<file path="config.mk">
export PLATFORM = sky130hd
export DESIGN_NAME = sha256_stream_engine
export DESIGN_NICKNAME = d
export VERILOG_FILES = /design/src/rtl/sha256_pkg.sv /design/src/rtl/sha256_stream_engine_msg_sched.sv /design/src/rtl/sha256_stream_engine.sv
export SDC_FILE = /design/constraint.sdc
export NUM_CORES = 2
export LEC_CHECK = 0
export CELL_PAD_IN_SITES_DETAIL_PLACEMENT = 0
export CELL_PAD_IN_SITES_GLOBAL_PLACEMENT = 1
export CORE_ASPECT_RATIO = 1.1
export CORE_MARGIN = 3
export CORE_UTILIZATION = 35
export CTS_CLUSTER_SIZE = 12
export DETAILED_ROUTE_END_ITERATION = 8
export DONT_BUFFER_PORTS = 1
export PLACE_DENSITY_LB_ADDON = 0.25
export SYNTH_ARGS = -nofsm -noshare
export SYNTH_HDL_FRONTEND = slang
export SYNTH_SLANG_ARGS = --single-unit
export TNS_END_PERCENT = 30
</file>
<file path="constraint.sdc">
create_clock -name clk -period 38.8 [get_ports clk]
set_input_delay 11.64 -clock clk [delete_from_list [all_inputs] [get_ports clk]]
set_output_delay 11.64 -clock clk [all_outputs]
set_load 0.01 [all_outputs]
</file>
<file path="src/rtl/sha256_pkg.sv">
// Shared SHA-256 constants, types and round functions.
package sha256_pkg;

  typedef enum logic [2:0] {
    ST_IDLE,
    ST_LOAD,
    ST_COMPUTE,
    ST_FINAL,
    ST_WRITE,
    ST_DONE
  } state_t;

  // Eight working words, index 0 = a / H0.
  typedef logic [0:7][31:0]  hash_t;
  // Sixteen schedule words, index 0 = oldest.
  typedef logic [0:15][31:0] block_t;

  localparam logic [31:0] PAD_WORD = 32'h8000_0000;

  localparam logic [31:0] K [64] = '{
    32'h428a2f98, 32'h71374491, 32'hb5c0fbcf, 32'he9b5dba5, 32'h3956c25b, 32'h59f111f1, 32'h923f82a4, 32'hab1c5ed5,
    32'hd807aa98, 32'h12835b01, 32'h243185be, 32'h550c7dc3, 32'h72be5d74, 32'h80deb1fe, 32'h9bdc06a7, 32'hc19bf174,
    32'he49b69c1, 32'hefbe4786, 32'h0fc19dc6, 32'h240ca1cc, 32'h2de92c6f, 32'h4a7484aa, 32'h5cb0a9dc, 32'h76f988da,
    32'h983e5152, 32'ha831c66d, 32'hb00327c8, 32'hbf597fc7, 32'hc6e00bf3, 32'hd5a79147, 32'h06ca6351, 32'h14292967,
    32'h27b70a85, 32'h2e1b2138, 32'h4d2c6dfc, 32'h53380d13, 32'h650a7354, 32'h766a0abb, 32'h81c2c92e, 32'h92722c85,
    32'ha2bfe8a1, 32'ha81a664b, 32'hc24b8b70, 32'hc76c51a3, 32'hd192e819, 32'hd6990624, 32'hf40e3585, 32'h106aa070,
    32'h19a4c116, 32'h1e376c08, 32'h2748774c, 32'h34b0bcb5, 32'h391c0cb3, 32'h4ed8aa4a, 32'h5b9cca4f, 32'h682e6ff3,
    32'h748f82ee, 32'h78a5636f, 32'h84c87814, 32'h8cc70208, 32'h90befffa, 32'ha4506ceb, 32'hbef9a3f7, 32'hc67178f2
  };

  localparam hash_t IV = {
    32'h6a09e667, 32'hbb67ae85, 32'h3c6ef372, 32'ha54ff53a,
    32'h510e527f, 32'h9b05688c, 32'h1f83d9ab, 32'h5be0cd19
  };

  function automatic logic [31:0] rotr(input logic [31:0] x, input int unsigned n);
    return (x >> n) | (x << (32 - n));
  endfunction

  function automatic logic [31:0] big_sigma0(input logic [31:0] x);
    return rotr(x, 2) ^ rotr(x, 13) ^ rotr(x, 22);
  endfunction

  function automatic logic [31:0] big_sigma1(input logic [31:0] x);
    return rotr(x, 6) ^ rotr(x, 11) ^ rotr(x, 25);
  endfunction

  function automatic logic [31:0] small_sigma0(input logic [31:0] x);
    return rotr(x, 7) ^ rotr(x, 18) ^ (x >> 3);
  endfunction

  function automatic logic [31:0] small_sigma1(input logic [31:0] x);
    return rotr(x, 17) ^ rotr(x, 19) ^ (x >> 10);
  endfunction

  function automatic logic [31:0] ch(input logic [31:0] x, input logic [31:0] y, input logic [31:0] z);
    return (x & y) ^ (~x & z);
  endfunction

  function automatic logic [31:0] maj(input logic [31:0] x, input logic [31:0] y, input logic [31:0] z);
    return (x & y) ^ (x & z) ^ (y & z);
  endfunction

  // One compression round on a..h.
  function automatic hash_t sha_round(input hash_t s, input logic [31:0] k, input logic [31:0] w);
    logic [31:0] t1;
    logic [31:0] t2;
    t1 = s[7] + big_sigma1(s[4]) + ch(s[4], s[5], s[6]) + k + w;
    t2 = big_sigma0(s[0]) + maj(s[0], s[1], s[2]);
    return {t1 + t2, s[0], s[1], s[2], s[3] + t1, s[4], s[5], s[6]};
  endfunction

endpackage

</file>
<file path="src/rtl/sha256_stream_engine_msg_sched.sv">
// 16-word rolling message schedule: words are pushed in during load,
// then each compute cycle emits W[t] and pushes W[t+16].
module sha256_msg_sched
  import sha256_pkg::*;
(
  input  logic        clk,
  input  logic        shift_en,
  input  logic        load_sel,
  input  logic [31:0] load_word,
  input  logic        par_en,
  input  block_t      par_block,
  output logic [31:0] w_out
);

  block_t      win_q;
  block_t      win_d;
  logic [31:0] w_next;

  // Next expanded word from the current window W[t..t+15].
  always_comb begin
    w_next = small_sigma1(win_q[14]) + win_q[9] + small_sigma0(win_q[1]) + win_q[0];
  end

  // Window update: parallel load, push of a loaded word, or push of an expanded word.
  always_comb begin
    win_d = win_q;
    if (par_en) begin
      win_d = par_block;
    end else if (shift_en) begin
      win_d = {win_q[1:15], load_sel ? load_word : w_next};
    end
  end

  // NOTE: the window is pure datapath and is fully rewritten before every use, so it carries no reset.
  always_ff @(posedge clk) begin
    win_q <= win_d;
  end

  assign w_out = win_q[0];

endmodule

</file>
<file path="src/rtl/sha256_stream_engine.sv">
// Streaming SHA-256 / SHA-256d engine: reads a message from memory block by
// block, pads on the fly and writes the 256-bit digest back.
module sha256_stream_engine
  import sha256_pkg::*;
#(
  parameter int MAX_WORDS    = 1024,
  parameter int ADDR_W       = 16,
  parameter int READ_LATENCY = 1
) (
  input  logic                           clk,
  input  logic                           reset,
  input  logic                           start,
  input  logic                           double_hash,
  input  logic [$clog2(MAX_WORDS+1)-1:0] num_words,
  input  logic [ADDR_W-1:0]              message_addr,
  input  logic [ADDR_W-1:0]              output_addr,
  output logic                           busy,
  output logic                           done,
  output logic                           err,
  output logic                           mem_clk,
  output logic                           mem_we,
  output logic [ADDR_W-1:0]              mem_addr,
  output logic [31:0]                    mem_write_data,
  input  logic [31:0]                    mem_read_data
);

  localparam int          NW_W  = $clog2(MAX_WORDS + 1);
  localparam int          LC_W  = $clog2(16 + READ_LATENCY);
  localparam logic [31:0] MAX_U = 32'(MAX_WORDS);
  localparam logic [31:0] RL_U  = 32'(READ_LATENCY);

  state_t            state_q, state_d;
  logic              dbl_q, dbl_d, second_q, second_d, err_q, err_d;
  logic [NW_W-1:0]   num_q, num_d, blk_q, blk_d;
  logic [ADDR_W-1:0] maddr_q, maddr_d, oaddr_q, oaddr_d;
  logic [LC_W-1:0]   lc_q, lc_d;
  logic [5:0]        rnd_q, rnd_d;
  logic [2:0]        wc_q, wc_d;
  hash_t             h_q, h_d, work_q, work_d, h_sum;

  logic [31:0] num_ext, nb, g_load, g_cap, cap_word, w_sched;
  logic [63:0] len_bits;
  logic        sched_shift, sched_load_sel, sched_par;
  block_t      par_block;

  assign mem_clk   = clk;
  // Second SHA-256d block: previous digest followed by padding for a 256-bit message.
  assign par_block = {h_q, PAD_WORD, 192'h0, 32'h0000_0100};

  // Word index of the read issued and of the word captured this cycle, plus its padded value.
  always_comb begin
    num_ext  = 32'(num_q);
    nb       = (num_ext + 32'd18) >> 4;
    len_bits = 64'(num_q) << 5;
    g_load   = (32'(blk_q) << 4) + 32'(lc_q);
    g_cap    = g_load - RL_U;
    if (g_cap < num_ext) begin
      cap_word = mem_read_data;
    end else if (g_cap == num_ext) begin
      cap_word = PAD_WORD;
    end else if (g_cap == (nb << 4) - 32'd2) begin
      cap_word = len_bits[63:32];
    end else if (g_cap == (nb << 4) - 32'd1) begin
      cap_word = len_bits[31:0];
    end else begin
      cap_word = 32'h0;
    end
  end

  // Intermediate hash plus working variables, added at the end of each block.
  always_comb begin
    for (int i = 0; i < 8; i++) begin
      h_sum[i] = h_q[i] + work_q[i];
    end
  end

  // Next-state, datapath control and memory interface.
  // NOTE: every signal written here gets a default first, so no path can infer a latch.
  always_comb begin
    state_d        = state_q;
    dbl_d          = dbl_q;
    second_d       = second_q;
    err_d          = err_q;
    num_d          = num_q;
    blk_d          = blk_q;
    maddr_d        = maddr_q;
    oaddr_d        = oaddr_q;
    lc_d           = lc_q;
    rnd_d          = rnd_q;
    wc_d           = wc_q;
    h_d            = h_q;
    work_d         = work_q;
    sched_shift    = 1'b0;
    sched_load_sel = 1'b0;
    sched_par      = 1'b0;
    mem_we         = 1'b0;
    mem_addr       = '0;
    mem_write_data = '0;
    busy           = 1'b0;
    done           = 1'b0;
    err            = 1'b0;
    case (state_q)
      ST_IDLE: begin
        if (start) begin
          dbl_d    = double_hash;
          num_d    = num_words;
          maddr_d  = message_addr;
          oaddr_d  = output_addr;
          h_d      = IV;
          blk_d    = '0;
          lc_d     = '0;
          second_d = 1'b0;
          if (32'(num_words) > MAX_U) begin
            err_d   = 1'b1;
            state_d = ST_DONE;
          end else begin
            err_d   = 1'b0;
            state_d = ST_LOAD;
          end
        end
      end
      ST_LOAD: begin
        busy = 1'b1;
        if (second_q) begin
          sched_par = 1'b1;
          h_d       = IV;
          work_d    = IV;
          rnd_d     = '0;
          state_d   = ST_COMPUTE;
        end else begin
          if (32'(lc_q) < 32'd16 && g_load < num_ext) begin
            mem_addr = maddr_q + ADDR_W'(g_load);
          end
          if (32'(lc_q) >= RL_U) begin
            sched_shift    = 1'b1;
            sched_load_sel = 1'b1;
          end
          lc_d = lc_q + LC_W'(1);
          if (32'(lc_q) == RL_U + 32'd15) begin
            work_d  = h_q;
            rnd_d   = '0;
            state_d = ST_COMPUTE;
          end
        end
      end
      ST_COMPUTE: begin
        busy        = 1'b1;
        sched_shift = 1'b1;
        work_d      = sha_round(work_q, K[rnd_q], w_sched);
        rnd_d       = rnd_q + 6'd1;
        if (rnd_q == 6'd63) begin
          state_d = ST_FINAL;
        end
      end
      ST_FINAL: begin
        busy = 1'b1;
        h_d  = h_sum;
        if (second_q) begin
          wc_d    = '0;
          state_d = ST_WRITE;
        end else if (32'(blk_q) == nb - 32'd1) begin
          if (dbl_q) begin
            second_d = 1'b1;
            state_d  = ST_LOAD;
          end else begin
            wc_d    = '0;
            state_d = ST_WRITE;
          end
        end else begin
          blk_d   = blk_q + NW_W'(1);
          lc_d    = '0;
          state_d = ST_LOAD;
        end
      end
      ST_WRITE: begin
        busy           = 1'b1;
        mem_we         = 1'b1;
        mem_addr       = oaddr_q + ADDR_W'(wc_q);
        mem_write_data = h_q[wc_q];
        wc_d           = wc_q + 3'd1;
        if (wc_q == 3'd7) begin
          state_d = ST_DONE;
        end
      end
      ST_DONE: begin
        done    = 1'b1;
        err     = err_q;
        state_d = ST_IDLE;
      end
      default: state_d = ST_IDLE;
    endcase
  end

  // Control and hash registers; reset aborts any job immediately.
  // NOTE: sequential state uses non-blocking assignments so all flops update together at the edge.
  always_ff @(posedge clk or posedge reset) begin
    if (reset) begin
      state_q  <= ST_IDLE;
      dbl_q    <= 1'b0;
      second_q <= 1'b0;
      err_q    <= 1'b0;
      num_q    <= '0;
      blk_q    <= '0;
      maddr_q  <= '0;
      oaddr_q  <= '0;
      lc_q     <= '0;
      rnd_q    <= '0;
      wc_q     <= '0;
      h_q      <= '0;
      work_q   <= '0;
    end else begin
      state_q  <= state_d;
      dbl_q    <= dbl_d;
      second_q <= second_d;
      err_q    <= err_d;
      num_q    <= num_d;
      blk_q    <= blk_d;
      maddr_q  <= maddr_d;
      oaddr_q  <= oaddr_d;
      lc_q     <= lc_d;
      rnd_q    <= rnd_d;
      wc_q     <= wc_d;
      h_q      <= h_d;
      work_q   <= work_d;
    end
  end

  sha256_msg_sched u_sched (
    .clk       (clk),
    .shift_en  (sched_shift),
    .load_sel  (sched_load_sel),
    .load_word (cap_word),
    .par_en    (sched_par),
    .par_block (par_block),
    .w_out     (w_sched)
  );

endmodule

</file>
=== Word level (Yosys, flattened, before mapping) ===
Memories as Yosys holds them, arrays and structs flattened.
Cells that the tools add are included.

* Word-level logic and storage cells: 212
* Register bits after elaboration: 1,098
* Output and inout port bits: 53
* Input bits: 79
* Bits in read-only memories: 2,048
* Memories: 1

{| class="wikitable"
|+ Memories
! name !! depth !! width !! read ports !! clocked after Yosys merged registers in !! write ports !! RTL line !! source
|-
| (no name shown) || 64 || 32 || 1 || 0 || 0 || sha256_stream_engine.sv:149 || <nowiki>work_d = sha_round(work_q, K[rnd_q], w_sched);</nowiki>
|}

* Reduce and logical (&&, ||, !) cells: 16
* $lt $le $gt $ge: 7
* $add $sub $neg: 30
* Bitwise gates (word level): 29
* Eq/ne operators: 22
* Muxes and demuxes: 64

{| class="wikitable"
|+ Operator list
! kind !! number
|-
| $mux W256 || 4
|-
| $mux W512 || 2
|-
| $pmux W256 S3 || 1
|-
| $add A32 B32 Y32 || 18
|-
| $pmux W256 S2 || 1
|-
| $mux W32 || 9
|-
| $xor A32 B32 Y32 || 9
|-
| $and A32 B32 Y32 || 5
|-
| $bmux W32 S3 || 1
|-
| $eq A32 B32 Y1 || 2
|-
| $mux W16 || 3
|-
| $mux W3 || 12
|-
| $mux W11 || 3
|-
| $eq A11 B32 Y1 || 1
|-
| $eq A32 B11 Y1 || 1
|-
| $lt A32 B11 Y1 || 1
|-
| $not A32 Y32 || 1
|-
| $or A10 B32 Y32 || 1
|-
| $or A13 B32 Y32 || 1
|-
| $or A14 B32 Y32 || 1
|-
| $or A15 B32 Y32 || 1
|-
| $or A19 B32 Y32 || 1
|-
| $or A21 B32 Y32 || 1
|-
| $or A25 B32 Y32 || 1
|-
| other kinds (51) || 87
|}

=== Depth between registers and ports, before layout ===
* Word-level depth: 10
* Mapped depth: 42
* Mapped depth without buffers: 40

=== Modules after synthesis ===
From an unflattened synthesis, not the netlist that was laid out.

* Cells, all modules: 8,067
* Area, all modules: 79,558.8 um^2

{| class="wikitable"
|+ Modules (own cells, without submodules)
! module !! times used !! sequential area each (um^2) !! cells each !! area an instance (um^2)
|-
| sha256_stream_engine || 1 || 14,664.1 || 6,333 || 53,443.8
|-
| sha256_msg_sched || 1 || 15,374.7 || 1,734 || 26,115.0
|}

==> flow_metrics.py <==
metrics = {
    "grt": {
        "grt_max_degree": 156,
        "antenna_found_initial": 21,
        "grt_pass1_wl_um": 445000,
        "grt.overflow.total": 0,
        "grtUsageTotal": 0.273,
        "grt_pass1_vias": 61200,
    },
    "sta": {
        "setup_viol": 0,
        "slew_violations": 0,
        "worst-slew-pin-transition_ns": 1.36,
        "hold_violations": 0,
        "fin_worst_skew_ns": 0.0473,
        "timing.hold.ws_ns": 0.430,
        "setup-tns-final_ns": 0,
        "relSlewSlack": 0.0939,
        "rsz0062_at_grt": "no",
        "fin_ws_ns": 7.76,
    },
    "synth": {
        "synthesis.nets": 9035,
        "syn_inst": 8318,
        "ys_seq_area_frac": 0.364,
        "async_flop_share": 0.534,
        "synth_edf_count": 256,
        "ys.flop_type": "dfrtp_1",
        "synth_area_um2": 75400,
        "ys_warn_count": 0,
        "synth_seq_cells": 1098,
        "synth_cell_types": 95,
        "syn_area_per_cell_um2": 9.07,
    },
    "critical_path": {
        "r2r-end": "work_q[255]$_DFFE_PP0P_",
        "r2r_start": "rnd_q[0]$_DFFE_PP0P_",
        "crit_arrival_ns": 19.40,
        "crit_path_max_fanout": 3,
        "regToRegSetupSlack_ns": 26.47,
        "reg2reg_depth": 39,
        "crit_required_ns": 27.16,
        "end_kind": "output port",
        "start_kind": "clock port",
        "critPathKind": "clock port to output port",
        "crit_path_start": "clk",
    },
    "clocking": {
        "post_cts_buffers": 0,
        "cts_hold_buf": 0,
        "cts_buffers": 141,
        "clockBufferDepth": 3,
        "post_cts_resized": 0,
        "path_clk_slew_ns": 0.06,
        "clkLatencyLatePin_ns": 0.83,
        "clock-sinks": 1098,
        "htreeDepth": 4,
        "cts_tree": "done",
        "clock-root-buffer": "clkbuf_16",
    },
    "finish": {
        "layout-drive-gt1-share": 0.0703,
        "nNetsFinal": 8763,
        "area_growth_pct": 10.2,
        "utilization": 0.388,
    },
    "routing": {
        "drt_iter0_markers": 6497,
        "detail-route-antenna-nets": 0,
        "first_pass_iters": 5,
        "wl_per_cell_um": 28.2,
        "drc_errors": 0,
        "via_per_inst": 5.82,
        "routed_wl_um": 311000,
        "vias": 64300,
    },
    "floorplanning": {
        "die_area_um2": 221000,
        "die_y_um": 493,
        "core-area_um2": 214000,
        "rows": 178,
        "die_w_um": 449,
        "io_pins": 132,
        "start_util": 0.352,
    },
    "worst_hold_path": {
        "min_from": "u_sched.win_q[17]$_SDFFE_PP0P_",
        "min_path_cells": 2,
        "min_to": "u_sched.win_q[49]$_SDFFE_PP0P_",
        "min_path_type": "flip-flop to flip-flop",
    },
    "placed_design": {
        "hpwl_um": 230000,
        "portBuffers": 0,
        "dp_slack_ns": 7.76,
        "place.gp.congestion": 0.940,
    },
    "status": {
        "status": "finished clean",
    },
    "job": {
        "max-cap-violations": 0,
    },
}
[per-stage QoR]
stage	instances	instance area (µm²)
final	11000	83100
after global routing	11000	83100
after CTS	11000	83100
after detailed placement	10800	78100
after global placement	10800	78100
after floorplan	8318	75400
[synth_stat cells (29+ instances only)]
library cell | n | area, µm²
nor2b_1 | 50 | 313
nor3_1 | 100 | 500
a211oi_1 | 59 | 443
dfrtp_1 | 586 | 14700
a31oi_1 | 51 | 319
buf_1 | 55 | 206
mux4_2 | 65 | 1460
a21oi_1 | 618 | 3090
o21a_1 | 66 | 495
fa_1 | 197 | 3940
clkbuf_1 | 479 | 1800
o21ai_0 | 708 | 3540
edfxtp_1 | 256 | 7690
xor2_1 | 227 | 1990
o211ai_1 | 47 | 353
nand2b_1 | 64 | 400
mux2i_1 | 48 | 480
nand2_1 | 1050 | 3940
nand3_1 | 314 | 1570
or3_1 | 141 | 882
nor3b_1 | 113 | 848
mux2_2 | 62 | 698
xnor2_1 | 432 | 3780
a21o_1 | 193 | 1450
o31ai_1 | 29 | 218
dfxtp_1 | 256 | 5120
o21bai_1 | 53 | 398
and3_1 | 48 | 300
o22ai_1 | 56 | 350
nor2_1 | 449 | 1690
nand4_1 | 31 | 194
ha_1 | 441 | 5520
a22o_1 | 270 | 2360
inv_1 | 345 | 1290
[sequential cells by signal, indices dropped and copies added, names as in the netlist, 3 cells and up]
name,cells
maddr_q,16
work_q,256
blk_q,11
u_sched.w_out,32
lc_q,5
rnd_q,6
oaddr_q,16
num_q,11
state_q,3
h_q,256
u_sched.win_q,480
wc_q,3
[worst max path at each step]
stage / depth (start not counted) / slack [ns] / endpoint
finish: 0 / 7.76 / mem_clk
floorplan: 1 / 7.64 / mem_clk
global route: 0 / 7.76 / mem_clk
global placement: 0 / 7.76 / mem_clk
detailed placement: 0 / 7.76 / mem_clk
CTS: 0 / 7.76 / mem_clk
[layout make-up]
| cell class | count | area (µm²) |
|---|---|---|
| Multi-Input combinational cell | 6326 | 44700 |
| Fill cell | 21400 | 131000 |
| Sequential cell | 1098 | 27500 |
| Antenna cell | 7 | 17.5 |
| Clock inverter | 57 | 837 |
| Clock buffer | 202 | 4090 |
| Timing Repair Buffer | 133 | 1060 |
| Tap cell | 2880 | 3600 |
| Inverter | 346 | 1310 |
[per-layer routing]
| layer | GRT usage | vias up | part of all wire |
|---|---|---|---|
| met1 | 0.369 | 32100 | 0.43 |
| met5 | 0 | - | 0.00014 |
| met2 | 0.419 | 2598 | 0.44 |
| li1 | - | 29100 | - |
| met3 | 0.0529 | 490 | 0.077 |
| met4 | 0.133 | 6 | 0.054 |
[placed cells by master (no fill, tap or decap), types with 21 or more instances in the layout]
master	netlist	layout
clkinv_2	0	21
dfrtp_1	586	578
edfxtp_1	256	256
a211o_1	25	25
a22o_1	270	270
a21oi_1	618	615
ha_1	441	441
and3_1	48	46
nor2_1	449	447
nand2b_1	64	64
clkbuf_8	0	27
mux2i_1	48	48
mux2_2	62	62
dfxtp_1	256	256
nand4_1	31	31
buf_4	3	128
nand3_1	314	313
xor2_1	227	227
o21a_1	66	66
fa_1	197	197
a211oi_1	59	59
inv_1	345	342
o31ai_1	29	29
xnor2_1	432	432
o21ai_0	708	705
a21o_1	193	193
nor3b_1	113	113
nand2_1	1050	1045
a221oi_1	24	23
nor2b_1	50	50
mux4_2	65	65
or3_1	141	140
clkbuf_1	479	31
clkbuf_16	0	144
o211ai_1	47	47
o21bai_1	53	53
nor3_1	100	100
o22ai_1	56	56
a31oi_1	51	50
[worst reg2reg max path: cells and delay by family, from the launching register on]
kind	cells	cell delay, ns
buf+inv	7	1.31
compound gates	15	4.10
xor+xnor	3	1.17
flops	1	0.32
simple gates	6	1.58
fa+ha+maj	8	3.75
[kinds of logic after synthesis]
kind of cell | after synthesis | share of synthesized area
xor gates and xnor gates | 663 | 0.0774
and+or+nand+nor | 2455 | 0.151
buffers and inverters | 894 | 0.0450
adders and majority gates | 640 | 0.126
DFF | 1098 | 0.364
AOI/OAI and AO/OA | 2393 | 0.202
muxes | 175 | 0.0350
Power is left out: the tool's default activity adds up to more than one toggle a clock period on the data nets, which glitch-free logic cannot reach.
